### src/rtl/tlul_reg_bridge.sv
// TL-UL device port to simple register-bus bridge: one transaction in flight, IDLE/ACCESS/RESP FSM.
// Optional feature macro TLUL_REG_BRIDGE_TIMEOUT_EN bounds the ACCESS wait to TimeoutCycles.

package tlul_pkg;

    localparam logic [2:0] PutFullData    = 3'h0;
    localparam logic [2:0] PutPartialData = 3'h1;
    localparam logic [2:0] Get            = 3'h4;
    localparam logic [2:0] AccessAck      = 3'h0;
    localparam logic [2:0] AccessAckData  = 3'h1;

    typedef struct packed {
        logic [6:0] rsp_intg;
        logic [6:0] data_intg;
    } tl_d_user_t;

    localparam tl_d_user_t TL_D_USER_DEFAULT = '{rsp_intg: 7'h0, data_intg: 7'h0};

    typedef struct packed {
        logic        a_valid;
        logic [2:0]  a_opcode;
        logic [2:0]  a_param;
        logic [1:0]  a_size;
        logic [7:0]  a_source;
        logic [31:0] a_address;
        logic [3:0]  a_mask;
        logic [31:0] a_data;
        logic        d_ready;
    } tl_h2d_t;

    typedef struct packed {
        logic        d_valid;
        logic [2:0]  d_opcode;
        logic [2:0]  d_param;
        logic [1:0]  d_size;
        logic [7:0]  d_source;
        logic [0:0]  d_sink;
        logic [31:0] d_data;
        tl_d_user_t  d_user;
        logic        d_error;
        logic        a_ready;
    } tl_d2h_t;

endpackage

module tlul_reg_bridge #(
    parameter int AW            = 8,
    parameter int TimeoutCycles = 16
) (
    input  logic              clk_i,
    input  logic              rst_ni,
    input  tlul_pkg::tl_h2d_t tl_i,
    output tlul_pkg::tl_d2h_t tl_o,
    output logic              reg_re_o,
    output logic              reg_we_o,
    output logic [AW-1:0]     reg_addr_o,
    output logic [31:0]       reg_wdata_o,
    output logic [3:0]        reg_be_o,
    input  logic [31:0]       reg_rdata_i,
    input  logic              reg_ready_i,
    input  logic              reg_error_i
);

    import tlul_pkg::*;

    typedef enum logic [1:0] {
        IDLE   = 2'd0,
        ACCESS = 2'd1,
        RESP   = 2'd2
    } state_e;

    state_e state_reg, state_next;

    logic [2:0]    opcode_reg;
    logic [1:0]    size_reg;
    logic [7:0]    source_reg;
    logic [AW-1:2] addr_reg;
    logic [3:0]    mask_reg;
    logic [31:0]   wdata_reg;
    logic [31:0]   rdata_reg, rdata_next;
    logic          error_reg, error_next;

    logic accept;
    logic req_read;
    logic req_write;
    logic req_bad;
    logic is_read;
    logic timeout_hit;

    assign accept    = tl_i.a_valid && (state_reg == IDLE);
    assign req_read  = (tl_i.a_opcode == Get);
    assign req_write = (tl_i.a_opcode == PutFullData) || (tl_i.a_opcode == PutPartialData);
    assign req_bad   = !(req_read || req_write) || (tl_i.a_address[1:0] != 2'b00)
                       || (tl_i.a_size == 2'd3);
    assign is_read   = (opcode_reg == Get);

`ifdef TLUL_REG_BRIDGE_TIMEOUT_EN
    localparam int CntW = $clog2(TimeoutCycles + 1);

    logic [CntW-1:0] cnt_reg;

    always_ff @(posedge clk_i or negedge rst_ni) begin
        if (!rst_ni) begin
            cnt_reg <= '0;
        end else if (accept) begin
            cnt_reg <= '0;
        end else if ((state_reg == ACCESS) && !reg_ready_i) begin
            cnt_reg <= cnt_reg + CntW'(1);
        end
    end

    // Fires on the wait cycle that brings the count to TimeoutCycles.
    assign timeout_hit = (state_reg == ACCESS) && !reg_ready_i
                         && (cnt_reg == CntW'(TimeoutCycles - 1));
`else
    assign timeout_hit = 1'b0;
`endif

    always_ff @(posedge clk_i or negedge rst_ni) begin
        if (!rst_ni) begin
            state_reg <= IDLE;
            rdata_reg <= '0;
            error_reg <= 1'b0;
        end else begin
            state_reg <= state_next;
            rdata_reg <= rdata_next;
            error_reg <= error_next;
        end
    end

    always_ff @(posedge clk_i or negedge rst_ni) begin
        if (!rst_ni) begin
            opcode_reg <= '0;
            size_reg   <= '0;
            source_reg <= '0;
            addr_reg   <= '0;
            mask_reg   <= '0;
            wdata_reg  <= '0;
        end else if (accept) begin
            opcode_reg <= tl_i.a_opcode;
            size_reg   <= tl_i.a_size;
            source_reg <= tl_i.a_source;
            addr_reg   <= tl_i.a_address[AW-1:2];
            mask_reg   <= tl_i.a_mask;
            wdata_reg  <= tl_i.a_data;
        end
    end

    always_comb begin
        state_next = state_reg;
        rdata_next = rdata_reg;
        error_next = error_reg;
        unique case (state_reg)
            IDLE: begin
                if (tl_i.a_valid) begin
                    // Malformed requests skip the register block entirely.
                    state_next = req_bad ? RESP : ACCESS;
                    rdata_next = '0;
                    error_next = req_bad;
                end
            end
            ACCESS: begin
                if (reg_ready_i) begin
                    state_next = RESP;
                    rdata_next = is_read ? reg_rdata_i : 32'h0;
                    error_next = reg_error_i;
                end else if (timeout_hit) begin
                    state_next = RESP;
                    rdata_next = '0;
                    error_next = 1'b1;
                end
            end
            RESP: begin
                if (tl_i.d_ready) begin
                    state_next = IDLE;
                end
            end
            default: begin
                state_next = IDLE;
            end
        endcase
    end

    assign reg_re_o    = (state_reg == ACCESS) && is_read;
    assign reg_we_o    = (state_reg == ACCESS) && !is_read;
    assign reg_addr_o  = {addr_reg, 2'b00};
    assign reg_wdata_o = wdata_reg;
    assign reg_be_o    = mask_reg;

    // a_ready is gated by reset so it reads 0 while held and 1 right after release.
    always_comb begin
        tl_o          = '0;
        tl_o.a_ready  = (state_reg == IDLE) && rst_ni;
        tl_o.d_valid  = (state_reg == RESP);
        tl_o.d_opcode = is_read ? AccessAckData : AccessAck;
        tl_o.d_param  = '0;
        tl_o.d_size   = size_reg;
        tl_o.d_source = source_reg;
        tl_o.d_sink   = '0;
        tl_o.d_data   = rdata_reg;
        tl_o.d_user   = TL_D_USER_DEFAULT;
        tl_o.d_error  = error_reg;
    end

    logic unused_tl;
    assign unused_tl = ^{tl_i.a_param, tl_i.a_address[31:AW]};

endmodule

### config.mk
export PLATFORM = sky130hd
export DESIGN_NAME = tlul_reg_bridge
export DESIGN_NICKNAME = d
export VERILOG_FILES = /design/src/rtl/tlul_reg_bridge.sv
export SDC_FILE = /design/constraint.sdc
export NUM_CORES = 1
export LEC_CHECK = 0
export ABC_AREA = 1
export ABC_CLOCK_PERIOD_IN_PS = 1500
export CORE_MARGIN = 1
export CORE_UTILIZATION = 37
export DETAILED_ROUTE_END_ITERATION = 8
export GPL_TIMING_DRIVEN = 0
export MAX_ROUTING_LAYER = met4
export PLACE_DENSITY = 0.82
export RECOVER_POWER = 50
export SLEW_MARGIN = 20
export SYNTH_ARGS = -nofsm -noshare
export SYNTH_HDL_FRONTEND = slang
export SYNTH_SLANG_ARGS = --single-unit
### constraint.sdc
create_clock -name clk_i -period 1.5 [get_ports clk_i]
set_input_delay 0.375 -clock clk_i [delete_from_list [all_inputs] [get_ports clk_i]]
set_output_delay 0.375 -clock clk_i [all_outputs]
set_load 0.005 [all_outputs]
==> results.yml, run 1 <==
setup_path:
  cp.depth: 5
  rrSetupSlack_ps: -70
  critPathMaxStageDelay_ps: 410
  critical_path.max_fanout: 2
  r2r-start: "state_reg[1]"
  cp.buffers_inverters: 3
  startpoint_type: "register"
  r2r_end: "reg_wdata_o[25]"
  critical_path.cell_chain: "clkbuf_2 > nor2_4 > inv_2 > nor2_1 > buf_2"
  crit_family: "flip-flops"
  cp_data_arrival_time_ps: 1250
  required_ps: 1120
  slowest_stage: "dfrtp_1"
  cp-end-kind: "primary output"
  crit_type: "reg2out"
  r2r_cells: 7
power:
  combPwrFrac_pct: 42.8
  pwr_density_cell_nw_per_um2: 1440
  p_int_uw: 5860
  p_leak_uw: 0.00336
  clockPowerShare_pct: 17.8
  ir_worst_vdd_mv: 0.771
  pwr-share-seq_pct: 39.3
  p_sw_uw: 3200
  switching_share_pct: 35.3
place:
  post-place-ws_ps: -505
  port_buffers: 184
  gp_congestion: 0.828
  hpwl_um: 8590
  dp.cells: 785
timing:
  setup_viol_count_final: 85
  rsz0062_at_grt: "yes"
  fin_ws_ps: -128
  skew_ps: 8.37
  slew_headroom_pct: 56.3
  hold_slack_ps: -66.7
  fmax_mhz: 614
  finalHoldViolCount: 43
  worst_slew_pin_slew_ps: 655
  finalCriticalPeriod_ps: 1630
  period_share_pct: 109
  slew_violations: 0
clock_tree:
  cts_buffer_depth: 2
  clk_pin_slew_ps: 90
  cts_buffers: 9
  root_buffer: "clkbuf_8"
  clock_latency_ps: 350
  cts.sinks: 90
  cts_tree: "yes"
  htreeDepth: 3
die:
  die_h_um: 104
  core_area_um2: 9950
  dieArea_um2: 10900
  row_count: 36
  pin_count: 234
  start_util_pct: 38.8
  dieWidth_um: 104
finish:
  fin_cells: 826
  syn2layout_area_growth_pct: 63.0
  layout-drive-gt1-share_pct: 16.2
  diodes: 0
  nNetsFinal: 810
logic_synthesis:
  yosysWarnings: 0
  synth_compound_area_share_pct: 4.40
  syn_avg_cell_area_um2: 8.66
  synth_xor_xnor_area_share_pct: 0
  syn-cell-area_um2: 3860
  synth_fa_ha_area_share_pct: 0
  yosys.area_share.simple_pct: 27.7
  synth_cell_types: 17
  muxShareOfSynthArea_pct: 0
  synth_seq_cells: 90
  synth_top_family_by_area: "simple AND/OR/NAND/NOR gates"
  synthesis.instances: 446
  yosysSeqAreaShare_pct: 58.3
detailed_routing:
  route.detailed.drc: 0
  postRouteAntennaNets: 0
  drt_iter0_drc: 214
  avgRoutedWirePerCell_um: 14.1
  wirelength_um: 11700
  viasPerCell: 4.63
  via_count: 3825
  drtPass1Iterations: 4
grt:
  grt_antenna_before_repair: 0
  grt_pass1_wl_um: 19000
  overflow: 0
  grt_max_degree: 48
  grtUsageTotal_pct: 22.7
  grt_pass1_vias: 3848
job:
  maxCapViolCount: 0
outcome:
  violations: "negative hold slack, negative setup slack"
  status: "complete, but fails checks"
worst_hold_path:
  hold_class: "in2async"
-- cell type report --
cell class	count	area (µm²)
flip-flops and latches	90	2250
repair buffers	211	1930
well taps	133	166
inverters	9	33.8
multi-input cells	317	1350
clock buffers	12	165
clock inverters	4	32.5
fillers	863	3660
plain buffers	50	375
-- routing by layer --
| layer | up-vias | GRT usage, % | part of all wire [%] |
|---|---|---|---|
| met5 | - | - | 0 |
| met4 | 0 | 6.33 | 1.6 |
| met3 | 18 | 4.32 | 5.8 |
| met2 | 175 | 39.8 | 51 |
| met1 | 1788 | 26.5 | 42 |
| li1 | 1844 | - | - |
-- synth_stat cells, drive strengths merged --
library cell	instances	share of area, %
nand2	192	19
dfrtp	90	58
nand3	56	7.3
buf	47	8.3
o21ai	33	4.3
nor2	11	1.5
inv	9	0.87
clkbuf	4	0.39
nor3	2	0.26
a21oi	1	0.13
conb	1	0.097
-- worst max-delay path by stage --
| stage | start | end | slack [ps] |
|---|---|---|---|
| global placement | rst_ni | tl_o[0] | -3490 |
| finish | state_reg[1] | tl_o[0] | -130 |
| detailed placement | rst_ni | tl_o[0] | -510 |
| global route | opcode_reg[1] | reg_re_o | -200 |
| CTS | opcode_reg[0] | reg_re_o | -200 |
| floorplan | state_reg[1] | reg_re_o | 200 |
-- cell families after synthesis --
logic type             after synthesis
AO/OA/AOI/OAI                       34
AND/OR/NAND/NOR                    261
buffers and inverters               60
flip-flops                          90
other                                1
-- power by group through the flow --
stage                     combinational (µW)  clock, µW  sequential [µW]
final                                   3880       1610             3570
after detailed placement                3880          0             3620
after CTS                               3680       1670             3560
after global routing                    4280       1770             3670
after global placement                  3760          0             3600
after floorplan                         1550          0             3650
-- placed cells by master, fill, tap and decap left out, drive strengths merged --
cell / count
buf: 72
a21oi: 1
inv: 11
dfrtp: 90
conb: 22
clkinvlp: 2
nor3: 2
nor2: 11
dlygate4sd2: 84
clkdlybuf4s15: 2
nand2: 192
clkdlybuf4s50: 93
clkbuf: 22
o21ai: 33
nand3: 56
-- stage by stage --
| stage | power (µW) | hold WS, ps | TNS, ps | util [%] | area, µm² |
|---|---|---|---|---|---|
| after global placement | 7360 | 454 | -316000 | 59.8 | 5950 |
| after floorplan | 5190 | 79.4 | 0 | - | 3940 |
| after global routing | 9720 | -57.2 | -11730 | 63.3 | 6300 |
| after detailed placement | 7500 | 422 | -27600 | 60.0 | 5980 |
| after CTS | 8920 | -56.7 | -561 | 62.7 | 6240 |
| final | 9060 | -66.7 | -2720 | 63.3 | 6300 |
-- what timing repair did --
item,4_1_cts,5_1_grt
setup endpoints to repair,106,83
gates cloned,0,1
pin swaps,5,5
gates resized for setup,124,27
hold endpoints to repair,43,43
buffers inserted,20,5
Power figures use the tool's default switching activity.
==> run 2, diff against run 1 <==
--- a/config.mk
+++ b/config.mk
@@ -12,7 +12,7 @@
 export DETAILED_ROUTE_END_ITERATION = 8
 export GPL_TIMING_DRIVEN = 0
 export MAX_ROUTING_LAYER = met4
-export PLACE_DENSITY = 0.82
+export PLACE_DENSITY = 0.8
 export RECOVER_POWER = 50
 export SLEW_MARGIN = 20
 export SYNTH_ARGS = -nofsm -noshare
==> results.yml, run 2 (same netlist as run 1, synthesis figures left out) <==
die:
  start_util_pct: 38.8
  dieWidth_um: 104
  pin_count: 234
  core_area_um2: 9950
  die_h_um: 104
  dieArea_um2: 10900
  row_count: 36
power:
  pwr_density_cell_nw_per_um2: 1460
  ir_worst_vdd_mv: 0.824
  p_leak_uw: 0.00342
outcome:
  status: "complete, but fails checks"
  violations: "negative hold slack, negative setup slack"
detailed_routing:
  wirelength_um: 11500
  viasPerCell: 4.59
  drtPass1Iterations: 6
  postRouteAntennaNets: 0
  via_count: 3798
  route.detailed.drc: 0
  avgRoutedWirePerCell_um: 13.9
  drt_iter0_drc: 191
worst_hold_path:
  hold_class: "in2async"
finish:
  layout-drive-gt1-share_pct: 16.0
  fin_cells: 827
  nNetsFinal: 811
  layout_commonest_cell: "nand2_1"
  final_cell_mix: "nand2_1 (188), clkdlybuf4s50_1 (93), dfrtp_1 (89)"
  diodes: 0
  syn2layout_area_growth_pct: 65.8
setup_path:
  r2r-start: "state_reg[1]"
  critical_path.cell_chain: "inv_2 > nand2_4 > nor2_4 > buf_6"
  required_ps: 1120
  rrSetupSlack_ps: -30
  cp.buffers_inverters: 2
  crit_family: "flip-flops"
  critical_path.max_fanout: 4
  cp-end-kind: "primary output"
  critPathLaunch: "state_reg[1]"
  slowest_stage: "dfrtp_1"
  cp_data_arrival_time_ps: 1260
  startpoint_type: "register"
  crit_type: "reg2out"
  critPathMaxStageDelay_ps: 420
clock_tree:
  cts_buffer_depth: 2
  cts_tree: "yes"
  clock_latency_ps: 350
  clk_pin_slew_ps: 90
  htreeDepth: 3
  cts_buffers: 9
  cts.sinks: 90
  root_buffer: "clkbuf_8"
place:
  gp_congestion: 0.776
  hpwl_um: 8410
  port_buffers: 184
  dp.cells: 785
grt:
  grt_antenna_before_repair: 0
  grtUsageTotal_pct: 22.2
  grt_pass1_vias: 3721
  grt_pass1_wl_um: 18400
  grt_max_degree: 48
  overflow: 0
timing:
  rsz0062_at_grt: "yes"
  finalCriticalPeriod_ps: 1630
  fin_ws_ps: -134
  period_share_pct: 109
  hold_slack_ps: -133
  slew_violations: 0
  skew_ps: 4.10
  fmax_mhz: 612
  finalHoldViolCount: 44
  fin_setup_tns_ps: -646
  setup_viol_count_final: 25
job:
  maxCapViolCount: 0
-- run 2: repair_timing --
item                       in CTS  in global routing
hold endpoints to repair       44                 44
gates resized for setup       134                 29
cloned                          0                  1
buffers inserted               22                  4
pin swaps                       6                  7
setup endpoints to repair     112                 89
-- run 2: path summary, 6_finish.rpt --
path / end / cells after the start
max: reg_re_o / 4
min: rdata_reg[3] / 1
max reg2reg: rdata_reg[21] / 9
min reg2reg: reg_wdata_o[23] / 2
max in group asynchronous: source_reg[1] / 2
min in group clk_i: reg_wdata_o[23] / 2
-- run 2: area by class of cell --
class                      instances  area [µm²]
buffer                            50         384
clock buffer                      11         131
clock inverter                     5         103
fill                             836        3550
inverter                           9        33.8
multi-input combinational        317        1350
sequential                        90        2250
tap                              133         166
timing repair buffer             212        1980
-- run 2: routing by layer --
metal	routed length, µm	vias up	track usage, %
li1	-	1855	-
met1	4670	1772	25.7
met2	5770	160	37.7
met3	914	11	6.39
met4	121	0	5.82
met5	0	-	-
-- run 2: stage by stage --
stage	utilization (%)	setup WS, ps	total power, µW	cell area (µm²)
2_1_floorplan	-	196	5190	3940
3_3_place_gp	59.8	-3480	7360	5950
3_5_place_dp	60.0	-805	7470	5980
4_1_cts	63.5	-248	9230	6320
5_1_grt	64.4	-212	10000	6410
6_report	64.4	-134	9380	6410
-- run 2: power breakdown --
part / switching [µW] / internal (µW) / total [µW]
Combinational: 1920 / 1980 / 3900
Sequential: 401 / 3160 / 3560
Clock: 811 / 1110 / 1920
Total: 3130 / 6250 / 9380
